==> src/rtl/sqrt_request_pkg.sv <==
// ---------------------------------------------------------------------------
// sqrt_request_pkg
// Shared tracking package: FSM state encoding, default coordinate width and
// the radicand-width helper used by sqrt_request and its dist_sq datapath.
// ---------------------------------------------------------------------------
package sqrt_request_pkg;

    // Default pixel coordinate width.
    localparam int COORD_W_DEF = 10;

    // dx^2 + dy^2 needs 2*W bits per square plus one carry bit for the sum.
    function automatic int rad_w(input int coord_w);
        return 2 * coord_w + 1;
    endfunction

    localparam int RAD_W_DEF = rad_w(COORD_W_DEF);

    typedef enum logic [2:0] {
        ST_IDLE   = 3'd0,
        ST_DIFF   = 3'd1,
        ST_SQUARE = 3'd2,
        ST_LAUNCH = 3'd3,
        ST_WAIT   = 3'd4
    } state_e;

    // Index of each coordinate inside a packed [3:0][COORD_W-1:0] bundle.
    localparam int IDX_TX = 3;
    localparam int IDX_TY = 2;
    localparam int IDX_LX = 1;
    localparam int IDX_LY = 0;

endpackage

==> src/rtl/sqrt_request_dist_sq.sv <==
// ---------------------------------------------------------------------------
// dist_sq
// Distance-squared datapath: registered absolute differences followed by a
// registered square-and-sum at full width (no truncation or saturation).
//
// Ports:
//   clk, reset      clock / asynchronous active-low reset
//   diff_en         load dx/dy from the coordinate inputs
//   sq_en           load radicand = dx*dx + dy*dy
//   a_x, a_y        target position
//   b_x, b_y        light position
//   radicand        registered dx^2 + dy^2, held until the next sq_en
// ---------------------------------------------------------------------------
module dist_sq
    import sqrt_request_pkg::*;
#(
    parameter int COORD_W = COORD_W_DEF
) (
    input  logic                 clk,
    input  logic                 reset,
    input  logic                 diff_en,
    input  logic                 sq_en,
    input  logic [COORD_W-1:0]   a_x,
    input  logic [COORD_W-1:0]   a_y,
    input  logic [COORD_W-1:0]   b_x,
    input  logic [COORD_W-1:0]   b_y,
    output logic [2*COORD_W:0]   radicand
);

    localparam int RAD_W = rad_w(COORD_W);

    logic [COORD_W-1:0] dx_q, dx_d;
    logic [COORD_W-1:0] dy_q, dy_d;
    logic [RAD_W-1:0]   rad_q, rad_d;

    always_comb begin
        dx_d  = dx_q;
        dy_d  = dy_q;
        rad_d = rad_q;
        if (diff_en) begin
            // Subtract the smaller from the larger so operand order is irrelevant.
            dx_d = (a_x >= b_x) ? (a_x - b_x) : (b_x - a_x);
            dy_d = (a_y >= b_y) ? (a_y - b_y) : (b_y - a_y);
        end
        if (sq_en) begin
            // Widen before multiplying so neither product nor sum is truncated.
            rad_d = RAD_W'(dx_q) * RAD_W'(dx_q) + RAD_W'(dy_q) * RAD_W'(dy_q);
        end
    end

    always_ff @(posedge clk or negedge reset) begin
        if (!reset) begin
            dx_q  <= '0;
            dy_q  <= '0;
            rad_q <= '0;
        end else begin
            dx_q  <= dx_d;
            dy_q  <= dy_d;
            rad_q <= rad_d;
        end
    end

    assign radicand = rad_q;

endmodule

==> src/rtl/sqrt_request.sv <==
// ---------------------------------------------------------------------------
// sqrt_request
// Sequences a distance computation between a tracked target and a light
// fixture, then launches an external square-root core with dx^2 + dy^2 and
// waits for its ready strobe. Requests arriving while busy are held in a
// one-deep pending buffer (latest wins).
//
// Ports:
//   clk, reset                  clock / asynchronous active-low reset
//   target_x, target_y          tracked-object position
//   light_x, light_y            fixture floor-projection position
//   target_valid                one-cycle strobe, coordinate inputs valid
//   sqrt_ready                  core result-ready strobe (honoured in WAIT only)
//   sqrt_start                  one-cycle launch strobe to the core
//   sqrt_radicand               dx^2 + dy^2, stable from LAUNCH through WAIT
//   busy                        high in every state but IDLE
//   overrun                     pulse: a pending request was overwritten
//   timeout                     pulse: WAIT abandoned after TIMEOUT_CYCLES
//
// Build option: define SQRT_REQUEST_TIMEOUT_EN to enable the WAIT-state
// timeout counter; without it WAIT waits indefinitely and timeout is 0.
// ---------------------------------------------------------------------------
module sqrt_request
    import sqrt_request_pkg::*;
#(
    parameter int COORD_W        = COORD_W_DEF,
    parameter int TIMEOUT_CYCLES = 64
) (
    input  logic                 clk,
    input  logic                 reset,
    input  logic [COORD_W-1:0]   target_x,
    input  logic [COORD_W-1:0]   target_y,
    input  logic [COORD_W-1:0]   light_x,
    input  logic [COORD_W-1:0]   light_y,
    input  logic                 target_valid,
    input  logic                 sqrt_ready,
    output logic                 sqrt_start,
    output logic [2*COORD_W:0]   sqrt_radicand,
    output logic                 busy,
    output logic                 overrun,
    output logic                 timeout
);

    typedef logic [3:0][COORD_W-1:0] coords_t;

    coords_t in_coords;
    coords_t cur_q, cur_d;           // request being computed
    coords_t pend_q, pend_d;         // one-deep pending buffer
    state_e  state_q, state_d;
    logic    pend_vld_q, pend_vld_d;
    logic    ovr_seen_q, ovr_seen_d; // overrun already reported for this pending entry
    logic    start_q, start_d;
    logic    busy_q, busy_d;
    logic    overrun_q, overrun_d;
    logic    wait_exit;
    logic    diff_en, sq_en;

`ifdef SQRT_REQUEST_TIMEOUT_EN
    localparam int CNT_W = $clog2(TIMEOUT_CYCLES) + 1;
    logic [CNT_W-1:0] cnt_q, cnt_d;
    logic             timeout_q, timeout_d;
`endif

    always_comb begin
        in_coords         = '0;
        in_coords[IDX_TX] = target_x;
        in_coords[IDX_TY] = target_y;
        in_coords[IDX_LX] = light_x;
        in_coords[IDX_LY] = light_y;
    end

    always_comb begin
        state_d    = state_q;
        cur_d      = cur_q;
        pend_d     = pend_q;
        pend_vld_d = pend_vld_q;
        ovr_seen_d = ovr_seen_q;
        start_d    = 1'b0;
        overrun_d  = 1'b0;
        wait_exit  = 1'b0;
        diff_en    = 1'b0;
        sq_en      = 1'b0;
`ifdef SQRT_REQUEST_TIMEOUT_EN
        cnt_d      = cnt_q;
        timeout_d  = 1'b0;
`endif

        case (state_q)
            ST_IDLE: begin
                if (target_valid) begin
                    cur_d   = in_coords;
                    state_d = ST_DIFF;
                end
            end
            ST_DIFF: begin
                diff_en = 1'b1;
                state_d = ST_SQUARE;
            end
            ST_SQUARE: begin
                // Radicand and start strobe both land on entry to LAUNCH.
                sq_en   = 1'b1;
                start_d = 1'b1;
                state_d = ST_LAUNCH;
            end
            ST_LAUNCH: begin
                state_d = ST_WAIT;
`ifdef SQRT_REQUEST_TIMEOUT_EN
                cnt_d   = '0;
`endif
            end
            ST_WAIT: begin
`ifdef SQRT_REQUEST_TIMEOUT_EN
                if (sqrt_ready) begin
                    wait_exit = 1'b1;
                end else if (cnt_q == CNT_W'(TIMEOUT_CYCLES - 1)) begin
                    wait_exit = 1'b1;
                    timeout_d = 1'b1;
                end else begin
                    cnt_d = cnt_q + 1'b1;
                end
`else
                wait_exit = sqrt_ready;
`endif
            end
            default: state_d = ST_IDLE;
        endcase

        // Requests while busy go to the pending buffer; latest wins. Overrun is
        // reported once per pending entry so a burst of overwrites gives one pulse.
        if (state_q != ST_IDLE && target_valid) begin
            pend_d     = in_coords;
            pend_vld_d = 1'b1;
            if (pend_vld_q && !ovr_seen_q) begin
                overrun_d  = 1'b1;
                ovr_seen_d = 1'b1;
            end
        end

        // A strobe arriving on the exit cycle counts as pending and, being the
        // newest, is the one that gets computed next.
        if (wait_exit) begin
            if (pend_vld_q || target_valid) begin
                cur_d      = target_valid ? in_coords : pend_q;
                pend_vld_d = 1'b0;
                ovr_seen_d = 1'b0;
                state_d    = ST_DIFF;
            end else begin
                state_d    = ST_IDLE;
            end
        end

        busy_d = (state_d != ST_IDLE);
    end

    always_ff @(posedge clk or negedge reset) begin
        if (!reset) begin
            state_q    <= ST_IDLE;
            cur_q      <= '0;
            pend_q     <= '0;
            pend_vld_q <= 1'b0;
            ovr_seen_q <= 1'b0;
            start_q    <= 1'b0;
            busy_q     <= 1'b0;
            overrun_q  <= 1'b0;
`ifdef SQRT_REQUEST_TIMEOUT_EN
            cnt_q      <= '0;
            timeout_q  <= 1'b0;
`endif
        end else begin
            state_q    <= state_d;
            cur_q      <= cur_d;
            pend_q     <= pend_d;
            pend_vld_q <= pend_vld_d;
            ovr_seen_q <= ovr_seen_d;
            start_q    <= start_d;
            busy_q     <= busy_d;
            overrun_q  <= overrun_d;
`ifdef SQRT_REQUEST_TIMEOUT_EN
            cnt_q      <= cnt_d;
            timeout_q  <= timeout_d;
`endif
        end
    end

    dist_sq #(
        .COORD_W (COORD_W)
    ) u_dist_sq (
        .clk      (clk),
        .reset    (reset),
        .diff_en  (diff_en),
        .sq_en    (sq_en),
        .a_x      (cur_q[IDX_TX]),
        .a_y      (cur_q[IDX_TY]),
        .b_x      (cur_q[IDX_LX]),
        .b_y      (cur_q[IDX_LY]),
        .radicand (sqrt_radicand)
    );

    assign sqrt_start = start_q;
    assign busy       = busy_q;
    assign overrun    = overrun_q;
`ifdef SQRT_REQUEST_TIMEOUT_EN
    assign timeout    = timeout_q;
`else
    assign timeout    = 1'b0;
`endif

endmodule

==> config.mk <==
export PLATFORM = sky130hd
export DESIGN_NAME = sqrt_request
export DESIGN_NICKNAME = d
export VERILOG_FILES = /design/src/rtl/sqrt_request_pkg.sv /design/src/rtl/sqrt_request_dist_sq.sv /design/src/rtl/sqrt_request.sv
export SDC_FILE = /design/constraint.sdc
export NUM_CORES = 1
export LEC_CHECK = 0
export CORE_MARGIN = 2
export CORE_UTILIZATION = 50
export DETAILED_ROUTE_END_ITERATION = 6
export GPL_TIMING_DRIVEN = 0
export PLACE_DENSITY = 0.76
export SETUP_SLACK_MARGIN = 0.3
export SLEW_MARGIN = 20
export SYNTH_ARGS = -nofsm -noshare
export SYNTH_HDL_FRONTEND = slang
export SYNTH_SLANG_ARGS = --single-unit
==> constraint.sdc <==
create_clock -name clk -period 18.5 [get_ports clk]
set_clock_uncertainty 0.15 [all_clocks]
set_input_delay 3.7 -clock clk [delete_from_list [all_inputs] [get_ports clk]]
set_output_delay 3.7 -clock clk [all_outputs]
set_load 0.02 [all_outputs]
# Yosys cells after proc, flatten, opt, wreduce, memory -nomap -nowiden
# Index checks and enable logic that the tools add are counted.
dict set report op_classes {
  shifts 0
  order_cmp 2
  div 0
  n_bitwise 0
  reduce_logical 7
  multipliers 2
  add_sub_neg 5
  eq_ne 4
  muxes 23
}
# op count
set ops {}
lappend ops {{40-bit 2-to-1 mux} 5}
lappend ops {{10-bit by 10-bit multiplier with 20-bit output} 2}
lappend ops {{10-bit subtractor} 4}
lappend ops {{20-bit by 20-bit adder with 21-bit output} 1}
lappend ops {{10-bit >= comparator} 2}
lappend ops {{10-bit 2-to-1 mux} 2}
lappend ops {{3-bit one-hot mux with 5 select lines} 1}
lappend ops {{1-bit 2-to-1 mux} 13}
lappend ops {{3-bit by 2-bit equality test with 1-bit output (second input constant)} 2}
lappend ops {{3-bit 2-to-1 mux} 2}
lappend ops {{3-bit nonzero test} 2}
lappend ops {{3-bit by 1-bit equality test with 1-bit output (second input constant)} 1}
lappend ops {{3-bit equality test (second input constant)} 1}
lappend ops {{3-bit zero test} 1}
lappend ops {{1-bit logical AND} 2}
lappend ops {{1-bit zero test} 1}
lappend ops {{1-bit logical OR} 1}
dict set report word_totals {
  rom_bits 0
  mem_bits_rw 0
  register_bits 129
  latch_bits 0
  inputBits 44
  out_inout_bits 25
  wordCells 60
  n_memories 0
}

# Depth between registers and ports, before layout
# Gate-level depths: netlist (run 1).
dict set report depth {
  depth_word 6
  mapped_depth 24
  ltp_nobuf 23
}

# Modules after synthesis
# Synthesis (run 1) repeated with hierarchy kept, for this count alone.
dict set report unflattened {
  hier_cells 1282
  area_unflattened_um2 12886.1
}
# module n_inst cells_each seq_area_each_um2 area_each_um2
set by_module_without_submodules {}
lappend by_module_without_submodules {dist_sq 1 1011 1026.0 9108.7}
lappend by_module_without_submodules {sqrt_request 1 271 2202.1 3777.4}

# Worst setup path after synthesis (run 1)
# OpenSTA, ideal clock, no wires.
dict set report synth_path {
  kind {register to register}
  from {reg u_dist_sq.dy_q[2]}
  to {reg u_dist_sq.rad_q[20] (netlist: u_dist_sq.radicand[20])}
  stages_incl_launch_ff 23
  required_time_ns 18.283
  slack_ns 12.269
  path_buffers 1
  arrival_ns 6.014
  period_less_slack_ns 6.231
  setup_time_ns 0.067
  path_cell_list {dfrtp_1 > clkbuf_1 > nand2_1 > inv_1 > fa_1 > inv_1 > fa_1 > inv_1 > fa_1 > fa_1 > fa_1 > fa_1 > inv_1 > fa_1 > inv_1 > ha_1 > and3_1 > a221oi_1 > o32a_1 > o21ai_1 > o311a_1 > o41ai_1 > nand2b_1}
}
dict set report synth_between {
  elab_chain_cells 2
}
# element line
set synth_lines {}
lappend synth_lines {{start, declared} sqrt_request_dist_sq.sv:33} ;# logic [COORD_W-1:0] dy_q, dy_d;
lappend synth_lines {{start signal, assigned} sqrt_request_dist_sq.sv:58} ;# dy_q <= dy_d;
lappend synth_lines {{10-bit by 10-bit multiplier with 20-bit output} sqrt_request_dist_sq.sv:47} ;# rad_d = RAD_W'(dx_q) * RAD_W'(dx_q) + RAD_W'(dy_q) * RAD_W'(dy_q);
lappend synth_lines {{20-bit by 20-bit adder with 21-bit output} sqrt_request_dist_sq.sv:47}
lappend synth_lines {{end signal, assigned} sqrt_request_dist_sq.sv:59} ;# rad_q <= rad_d;
lappend synth_lines {{end, declared} sqrt_request_dist_sq.sv:34} ;# logic [RAD_W-1:0] rad_q, rad_d;
# Every way passes these cells.
# A chain may end at the register's enable or synchronous reset.

# Worst setup path in the final report (run 1)
dict set report layout_path {
  from {reg u_dist_sq.dy_q[0]}
  to {reg u_dist_sq.rad_q[19] (netlist: u_dist_sq.radicand[19])}
}
# The elaborated chain is that of the path after synthesis.

==> results of run 1 <==
[per-layer routing]
metal | routed length (um) | global-route usage [%] | vias up
li1 | - | - | 4455
met1 | 11800 | 28.4 | 4601
met2 | 14200 | 40.2 | 212
met3 | 1090 | 3.34 | 49
met4 | 787 | 7.68 | 0
met5 | 0 | 0 | -
[critical path, delay by kind of cell, from the launching register on]
family,cells,cell delay [ps]
fa+ha+maj,8,3690
buf+inv,4,630
compound gates,4,1350
flops,1,620
simple gates,3,390
[state kept, by name, indices dropped and copies added, names as in the netlist, 3 cells and up]
| signal | flops |
|---|---|
| u_dist_sq.dy_q | 10 |
| cur_q | 40 |
| u_dist_sq.radicand | 21 |
| pend_q | 40 |
| u_dist_sq.dx_q | 10 |
| state_q | 3 |
[final cells by class]
class                   count  area [um2]  area share, %
multi-input cells         889        8230           57.4
flip-flops and latches    129        3230           22.5
inverters                 225         845           5.89
repair buffers             67         693           4.84
clock buffers              20         457           3.19
well taps                 330         413           2.88
plain buffers              68         264           1.84
clock inverters            12         204           1.42
[metrics by stage]
step / instance area [um2] / hold WS [ps] / worst slack [ps] / std cells / utilization (%)
6_report: 14300 / 295 / 11550 / 1740 / 57.6
5_1_grt: 14300 / 317 / 11230 / 1740 / 57.6
4_1_cts: 14300 / 289 / 11560 / 1740 / 57.6
3_5_place_dp: 13700 / 276 / 11590 / 1708 / 54.9
3_3_place_gp: 13600 / 273 / 8250 / 1707 / 54.8
2_1_floorplan: 12600 / 259 / 12270 / 1311 / -
[layout by cell type, fill, tap and decap left out, types with 6 or more instances in the layout]
cell,count
fa_1,134
dfrtp_1,129
and2_1,46
nor2_1,33
nor3_1,8
o21a_1,11
a31oi_1,40
clkbuf_16,17
mux2i_1,9
xor2_1,15
mux2_2,42
nor2b_1,12
o21ai_0,85
a211oi_1,6
ha_1,125
clkbuf_1,63
nand3_1,8
nand2_1,113
clkdlybuf4s50_1,65
nand2b_1,9
a21o_1,20
inv_1,224
a21oi_1,35
xnor2_1,22
nor3b_1,38
[worst paths after layout]
path | to | depth (start not counted) | slack, ps
worst max-delay path | u_dist_sq.radicand[19] | 19 | 11550
worst min-delay path | overrun | 1 | 300
worst max register to register | u_dist_sq.radicand[19] | 19 | 11550
worst min register to register | overrun | 1 | 300
max in group asynchronous | busy | 2 | 14440
min in group asynchronous | pend_q[21] | 1 | 3020
[logic make-up after synthesis]
group           after synthesis  share of synthesized area [%]
compound gates              248                           12.4
xor+xnor                     37                           2.58
fa+ha+maj                   259                           33.8
buf+inv                     293                           8.82
flops                       129                           25.7
mux                          52                           4.60
other cells                   1                         0.0299
simple gates                292                           12.1
[synth_stat cells, types with 4 or more instances]
master and n:
clkbuf_1 62, dfrtp_1 129, nor2b_1 12, nor3b_1 38, xnor2_1 22, o22ai_1 4, ha_1 125, o211ai_1 5
o21bai_1 5, mux2i_1 9, nand2b_1 9, buf_2 4, o21ai_1 5, and3_1 5, inv_1 224, and2_1 46
nor3_1 8, fa_1 134, a211oi_1 6, mux2_2 42, nor2_1 33, nand3_1 8, nand2_1 113, o21ai_0 85
a31oi_1 40, a21oi_1 35, xor2_1 15, o21a_1 11, a21o_1 20
==> metrics.cfg, run 1 <==
[status]
run_status = finished, final reports clean

[timing]
worst_slew_pin_slew_ps = 746
max_slew_margin_pct = 50.0
min_period_ps = 6950
finalHoldViolCount = 0
final.period_utilization_pct = 37.6
fmax_mhz = 144
fin_tns_setup_ps = 0
setup_viol = 0
drv_slew = 0
rsz0062_at_grt = false

[clock_tree]
cts_resized = 0
hold_buffers = 0
root_buffer = clkbuf_16
cts.sinks = 129
cts_tree = done
post-cts-setup-buffers = 0
clockBufferDepth = 2
clkLatencyLatePin_ps = 420
cts_max_level = 4
path_clk_slew_ps = 60
cts_made_buffers = 17

[worst_setup_path]
slowest_stage = a211oi_1
slowest_delay_ps = 630
path_common_cell = fa_1
cp-start-kind = register
worstPathRequired_ps = 18650
arrival_ps = 7100
startpoint = u_dist_sq.dy_q[0]
crit_type = register to register
r2r-start = u_dist_sq.dy_q[0]
crit_fanout = 10
cp_cell_sequence = clkbuf_1 -> nand2_1 -> fa_1 -> fa_1 -> inv_1 -> fa_1 -> fa_1 -> fa_1 -> fa_1 -> inv_1 -> fa_1 -> inv_1 -> ha_1 -> a21oi_1 -> nand2_1 -> o21a_1 -> a211oi_1 -> a2111o_1 -> nand3_1
cp-end-kind = register

[die]
core_um2 = 24900
fp-row-count = 58
die_x_um = 163
die_area_um2 = 26400
start_util_pct = 50.5
pin_count = 69
die_h_um = 163

[logic_synthesis]
synthTopCellsByArea = dfrtp_1 26%, fa_1 21%, ha_1 12%, inv_1 6.7%, mux2_2 3.8%
ys_types = 67
syn_nets = 1614
ys_seq_elements = 129
synth_warnings = 0
syn_inst = 1311
synth_top_area_share_pct = 25.7
synth-seq-area-share_pct = 25.7
synth_top_area_cell = dfrtp_1
ys.flop_type = dfrtp_1
synth_area_um2 = 12600
synth_edf_count = 0
syn_avg_cell_area_um2 = 9.58
synthArstFlopShare_pct = 100

[worst_hold_path]
hold_path.class = register to register
hp-start = ovr_seen_q

[routing]
drtAntennaViolNets = 0
drtPass1Iterations = 5
num_vias = 9317
drt_first_iter_violations = 449
drt_wl_total_um = 27900
vias_per_cell = 5.35
wl_per_cell_um = 16.0
drc = 0

[global_route]
antenna_found_initial = 0
grt_pass1_wl_um = 47900
grt_use_total_pct = 22.7
grt_max_degree = 87
overflow = 0
grt_pass1_vias = 9838

[layout]
nFillCells = 2143
num_antenna_cells = 0
syn_to_final_growth_pct = 14.1
drive_above_1_share_pct = 6.74
nets = 1700

[place]
globalplace.congestion = 0.875
portBuffers = 66
dp_hpwl_um = 22500

[run]
cap_viol_max_count = 0

Power of run 1 is left out: the tool's default activity adds up to more than one toggle a clock period on the data nets, which glitch-free logic cannot reach.
==> run 2, diff against run 1 <==
Settings changed: PLACE_DENSITY 0.76 to 0.78.
Clock period 18.5 ns to 6.3 ns, I/O delays scaled along.
==> run 2 against run 1 <==
  * Final cell count rose by 2.5%
  * Critical path depth rose by 3
  * Maximum frequency increased by 12%
  * Sequential cell count stayed put
  * First-iteration DRC count is 19% higher
  * Core utilization increased by 3.0 points
  * Design area up 5.1%
  * Via count rose by 4.9%
  * Register-to-register slack got worse by 11000 ps
  * Worst hold slack improved by 6.3 ps
  * Global-route usage grew 1.2 points
  * Die area stayed put
  * Highest routed layer unchanged
==> metrics.cfg, run 2 (same netlist as run 1, synthesis figures left out) <==
[die]
die_x_um = 163  ; unchanged
fp-row-count = 58  ; unchanged
die_area_um2 = 26400  ; unchanged
pin_count = 69  ; unchanged
start_util_pct = 50.5  ; unchanged
die_h_um = 163  ; unchanged
core_um2 = 24900  ; unchanged

[layout]
syn_to_final_growth_pct = 19.9
final_common_cell = inv_1
final_cell_mix = 209 x inv_1, 129 x fa_1, 124 x dfrtp_1
register_area_um2 = 3230  ; +0.19%
drive_above_1_share_pct = 15.6  ; +8.9 points
nets = 1744  ; +2.6%
multi_input_area_um2 = 8530  ; +3.7%
num_antenna_cells = 0  ; unchanged
nFillCells = 2008  ; -6.3%

[routing]
drt_first_iter_violations = 535  ; +19%
drtPass1Iterations = 5  ; unchanged
drtAntennaViolNets = 0  ; unchanged
drc = 0  ; unchanged
num_vias = 9778  ; +4.9%
drt_wl_total_um = 30000  ; +7.5%
wl_per_cell_um = 16.8  ; +4.8%
vias_per_cell = 5.48  ; +2.4%

[clock_tree]
cts_tree = done
clockBufferDepth = 2  ; unchanged
cts_max_level = 4  ; unchanged
path_clk_slew_ps = 60  ; about the same
hold_buffers = 0  ; unchanged
root_buffer = clkbuf_16
cts_made_buffers = 17  ; unchanged
clkLatencyLatePin_ps = 420  ; about the same
cts.sinks = 129  ; unchanged

[place]
place_ws_ps = -346  ; -11930 ps
portBuffers = 66  ; unchanged
dp_hpwl_um = 22600  ; +0.40%
globalplace.congestion = 0.865  ; -1.1%

[timing]
fmax_mhz = 161  ; +12%
fin_tns_setup_ps = 0  ; unchanged
setup_viol = 0  ; unchanged
drv_slew = 0  ; unchanged
final.period_utilization_pct = 98.9  ; +61 points
worst_slew_pin_slew_ps = 655  ; -91.4 ps
min_period_ps = 6230  ; -722 ps
setup_ws_ps = 70.4  ; -11480 ps
max_slew_margin_pct = 56.4  ; +6.4 points
holdWs_ps = 301  ; +6.30 ps
finalHoldViolCount = 0  ; unchanged
rsz0062_at_grt = true

[worst_hold_path]
hold_path.class = register to register
hold-path-cell-count = 1  ; unchanged

[run]
cap_viol_max_count = 0  ; unchanged

[worst_setup_path]
worstPathRequired_ps = 6450  ; -12200 ps
arrival_ps = 6380  ; -720 ps
cp-end-kind = register
cp-start-kind = register
crit_type = register to register
crit_fanout = 7  ; -3
ff2ff_path_depth = 22  ; +3

[global_route]
grt_pass1_vias = 10500  ; +6.6%
overflow = 0  ; unchanged
grt_max_degree = 89  ; +2.3%
grt_pass1_wl_um = 50200  ; +4.8%
grt_use_total_pct = 23.9  ; +1.2 points
antenna_found_initial = 0  ; unchanged

[status]
run_status = finished, final reports clean

run 2: cell count changes in the layout (fill, tap and decap cells not counted), moves of 7 or more:
cell / change
clkbuf_1: -19
ha_1: -9
nand2_1: -14
inv_2: +13
nand2_2: +11
inv_1: -15
ha_4: +9
clkbuf_8: +7
buf_4: +42
run 2: per-layer routing:
metal / vias up / track usage, % / routed length [um]
li1: 4540 / - / -
met1: 4842 / 29.0 / 12100
met2: 318 / 43.8 / 15600
met3: 78 / 2.24 / 1300
met4: 0 / 9.53 / 971
met5: - / 0 / 0
run 2: layout make-up:
cell class | count | area share (%)
multi-input cells | 889 | 56.6
clock inverters | 12 | 0.889
repair buffers | 111 | 6.82
inverters | 225 | 5.64
clock buffers | 20 | 3.03
well taps | 330 | 2.74
plain buffers | 68 | 2.77
flip-flops and latches | 129 | 21.5
run 2: worst paths after layout:
| check | endpoint | startpoint | slack, ps |
|---|---|---|---|
| setup / recovery | u_dist_sq.radicand[20] | u_dist_sq.dx_q[2] | 70 |
| hold / removal | overrun | ovr_seen_q | 300 |
| setup reg to reg | u_dist_sq.radicand[20] | u_dist_sq.dx_q[2] | 70 |
| hold reg to reg | overrun | ovr_seen_q | 300 |
| max in group asynchronous | u_dist_sq.dx_q[8] | reset | 4650 |
| min in group asynchronous | pend_q[20] | reset | 580 |
run 2: critical path, stage by stage, from the launching register on:
cell and delay (ps):
dfrtp_1 370, clkbuf_8 140, buf_4 140, nand2_2 80, fa_1 530, inv_1 40, ha_1 290, fa_1 500
fa_1 440, fa_1 490, fa_1 530, inv_2 50, fa_1 550, inv_2 50, ha_4 250, and3_4 160
a221oi_4 250, o32a_1 230, o21ai_2 80, o311a_1 380, buf_4 140, o211ai_1 170, nand2b_1 80
run 2: repair_timing:
action	4_1_cts	5_1_grt
setup endpoints to repair	11	11
gates cloned	1	0
pin swaps	37	34
buffers inserted	36	7
resized for setup	98	35
run 2: stage by stage:
| step | cells | area, um2 | util (%) |
|---|---|---|---|
| 6_report | 1784 | 15100 | 60.5 |
| 5_1_grt | 1784 | 15100 | 60.5 |
| 4_1_cts | 1777 | 14900 | 59.9 |
| 3_5_place_dp | 1708 | 13700 | 55.0 |
| 3_3_place_gp | 1707 | 13700 | 54.9 |
| 2_1_floorplan | 1311 | 12600 | - |
Power of run 2 is left out for the same reason.
==> run 3, diff against run 2 <==
Settings changed: CTS_CLUSTER_SIZE set to 25, MAX_ROUTING_LAYER set to met4, PLACE_DENSITY 0.78 to 0.76.
Clock period 6.3 ns to 6.9 ns, I/O delays scaled along.
==> run 3 against run 2 <==
  * Core utilization shrank 2.9 points
  * Non-clock buffer count shrank 40
  * Final cell count shrank 2.3%
==> metrics.cfg, run 3 (same netlist as run 1, synthesis figures left out) <==
[global_route]
overflow = 0  ; unchanged
antenna_found_initial = 0  ; unchanged
grt_use_total_pct = 23.3  ; -0.54 points
grt_max_degree = 85  ; -4.5%
grt_pass1_vias = 9884  ; -5.7%
grt_pass1_wl_um = 47700  ; -5.0%

[timing]
finalHoldViolCount = 0  ; unchanged
max_slew_margin_pct = 54.3  ; -2.1 points
drv_slew = 0  ; unchanged
holdWs_ps = 292  ; -9.03 ps
fmax_mhz = 157  ; -2.4%
setup_ws_ps = 516  ; +445 ps
setup_viol = 0  ; unchanged
min_period_ps = 6380  ; +155 ps
fin_tns_setup_ps = 0  ; unchanged
rsz0062_at_grt = true
final.period_utilization_pct = 92.5  ; -6.4 points
worst_slew_pin_slew_ps = 686  ; +31.3 ps

[die]
pin_count = 69  ; unchanged
die_area_um2 = 26400  ; unchanged
start_util_pct = 50.5  ; unchanged
die_x_um = 163  ; unchanged
fp-row-count = 58  ; unchanged
core_um2 = 24900  ; unchanged
die_h_um = 163  ; unchanged

[routing]
wl_per_cell_um = 16.1  ; -4.3%
drt_wl_total_um = 28000  ; -6.5%
drtPass1Iterations = 6  ; +1
drt_first_iter_violations = 569  ; +6.4%
vias_per_cell = 5.38  ; -1.8%
num_vias = 9381  ; -4.1%
drc = 0  ; unchanged
drtAntennaViolNets = 0  ; unchanged

[layout]
num_antenna_cells = 0  ; unchanged
stdcell_count = 1743  ; -2.3%
register_area_um2 = 3230  ; about the same
final_cell_mix = 223 x inv_1, 134 x fa_1, 126 x dfrtp_1
nets = 1704  ; -2.3%
final_common_cell = inv_1
syn_to_final_growth_pct = 14.1
drive_above_1_share_pct = 8.78  ; -6.8 points
multi_input_area_um2 = 8280  ; -2.9%
nFillCells = 2133  ; +6.2%

[clock_tree]
path_clk_slew_ps = 60  ; about the same
cts.sinks = 129  ; unchanged
cts_max_level = 4  ; unchanged
cts_tree = done
cts_made_buffers = 17  ; unchanged
root_buffer = clkbuf_16
hold_buffers = 0  ; unchanged
clockBufferDepth = 2  ; unchanged
clkLatencyLatePin_ps = 430  ; about the same

[place]
dp_hpwl_um = 22300  ; -0.95%
portBuffers = 66  ; unchanged
place_ws_ps = -9.72  ; +337 ps
placedCellCount = 1708  ; unchanged
globalplace.congestion = 0.890  ; +2.9%

[worst_setup_path]
cp-start-kind = register
slowest_delay_ps = 570  ; +20 ps
slowest_stage = fa_1
cp-end-kind = register
worstPathRequired_ps = 7060  ; +610 ps
reg2reg_slack_ps = 520  ; +450 ps
crit_type = register to register
cp_cell_sequence = buf_4 -> and2_1 -> fa_1 -> inv_1 -> fa_1 -> inv_1 -> fa_1 -> fa_1 -> fa_1 -> fa_1 -> inv_1 -> fa_1 -> inv_1 -> ha_4 -> nand2_1 -> o32a_1 -> o21ai_2 -> o311a_1 -> o41ai_2 -> nand2b_1
path_common_cell = fa_1
arrival_ps = 6550  ; +170 ps
crit_fanout = 10  ; +3

[run]
cap_viol_max_count = 0  ; unchanged

[worst_hold_path]
hold_path.class = register to register

[status]
run_status = finished, final reports clean

==> run 3: cell types whose count changed in the layout (fill, tap and decap cells not counted), sizes merged <==
cell / previous run / this run
bufinv: 2 / 1
buf: 57 / 21
clkinv: 5 / 4
clkbuf: 77 / 75
clkinvlp: 5 / 4
==> run 3: path summary, 6_finish.rpt <==
path | startpoint | end | depth (start not counted)
worst max-delay path | u_dist_sq.dx_q[2] | u_dist_sq.radicand[20] | 20
worst min-delay path | ovr_seen_q | overrun | 1
worst max register to register | u_dist_sq.dx_q[2] | u_dist_sq.radicand[20] | 20
worst min register to register | ovr_seen_q | overrun | 1
max in group asynchronous | reset | cur_q[8] | 2
min in group asynchronous | reset | cur_q[21] | 1
==> run 3: critical path: cells and delay by family, from the launching register on <==
kind | cells | cell delay, ps
adder cells (fa/ha/maj) | 8 | 3860
buffers and inverters | 5 | 460
AND/OR/NAND/NOR | 3 | 420
AO/OA/AOI/OAI | 4 | 930
flip-flops | 1 | 440
==> run 3: repair_timing <==
item / CTS / global route
setup buffers: 1 / 3
pin swaps: 1 / 3
gates cloned: 0 / 0
setup endpoints to repair: 8 / 9
resized for setup: 18 / 31
==> run 3: cell type report <==
type	instances	share of cell area, %
buffer	68	2.06
clock buffer	22	3.24
clock inverter	9	0.585
inverter	225	5.89
multi-input combinational	889	57.8
sequential	129	22.5
tap	330	2.88
timing repair buffer	71	5.04
==> run 3: per-layer routing <==
| layer | vias up | global-route usage, % | part of all wire, % |
|---|---|---|---|
| met1 | 4632 | 28.3 | 42 |
| met4 | 0 | 9.69 | 3.7 |
| li1 | 4456 | - | - |
| met2 | 224 | 39.7 | 51 |
| met5 | - | - | 0 |
| met3 | 69 | 2.95 | 3.4 |
==> run 3: per-stage QoR <==
| step | cell area (um2) | utilization, % |
|---|---|---|
| detailed placement | 13700 | 54.9 |
| global placement | 13600 | 54.8 |
| CTS | 14300 | 57.3 |
| floorplan | 12600 | - |
| finish | 14300 | 57.6 |
| global route | 14300 | 57.6 |
Power of run 3 is left out for the same reason.
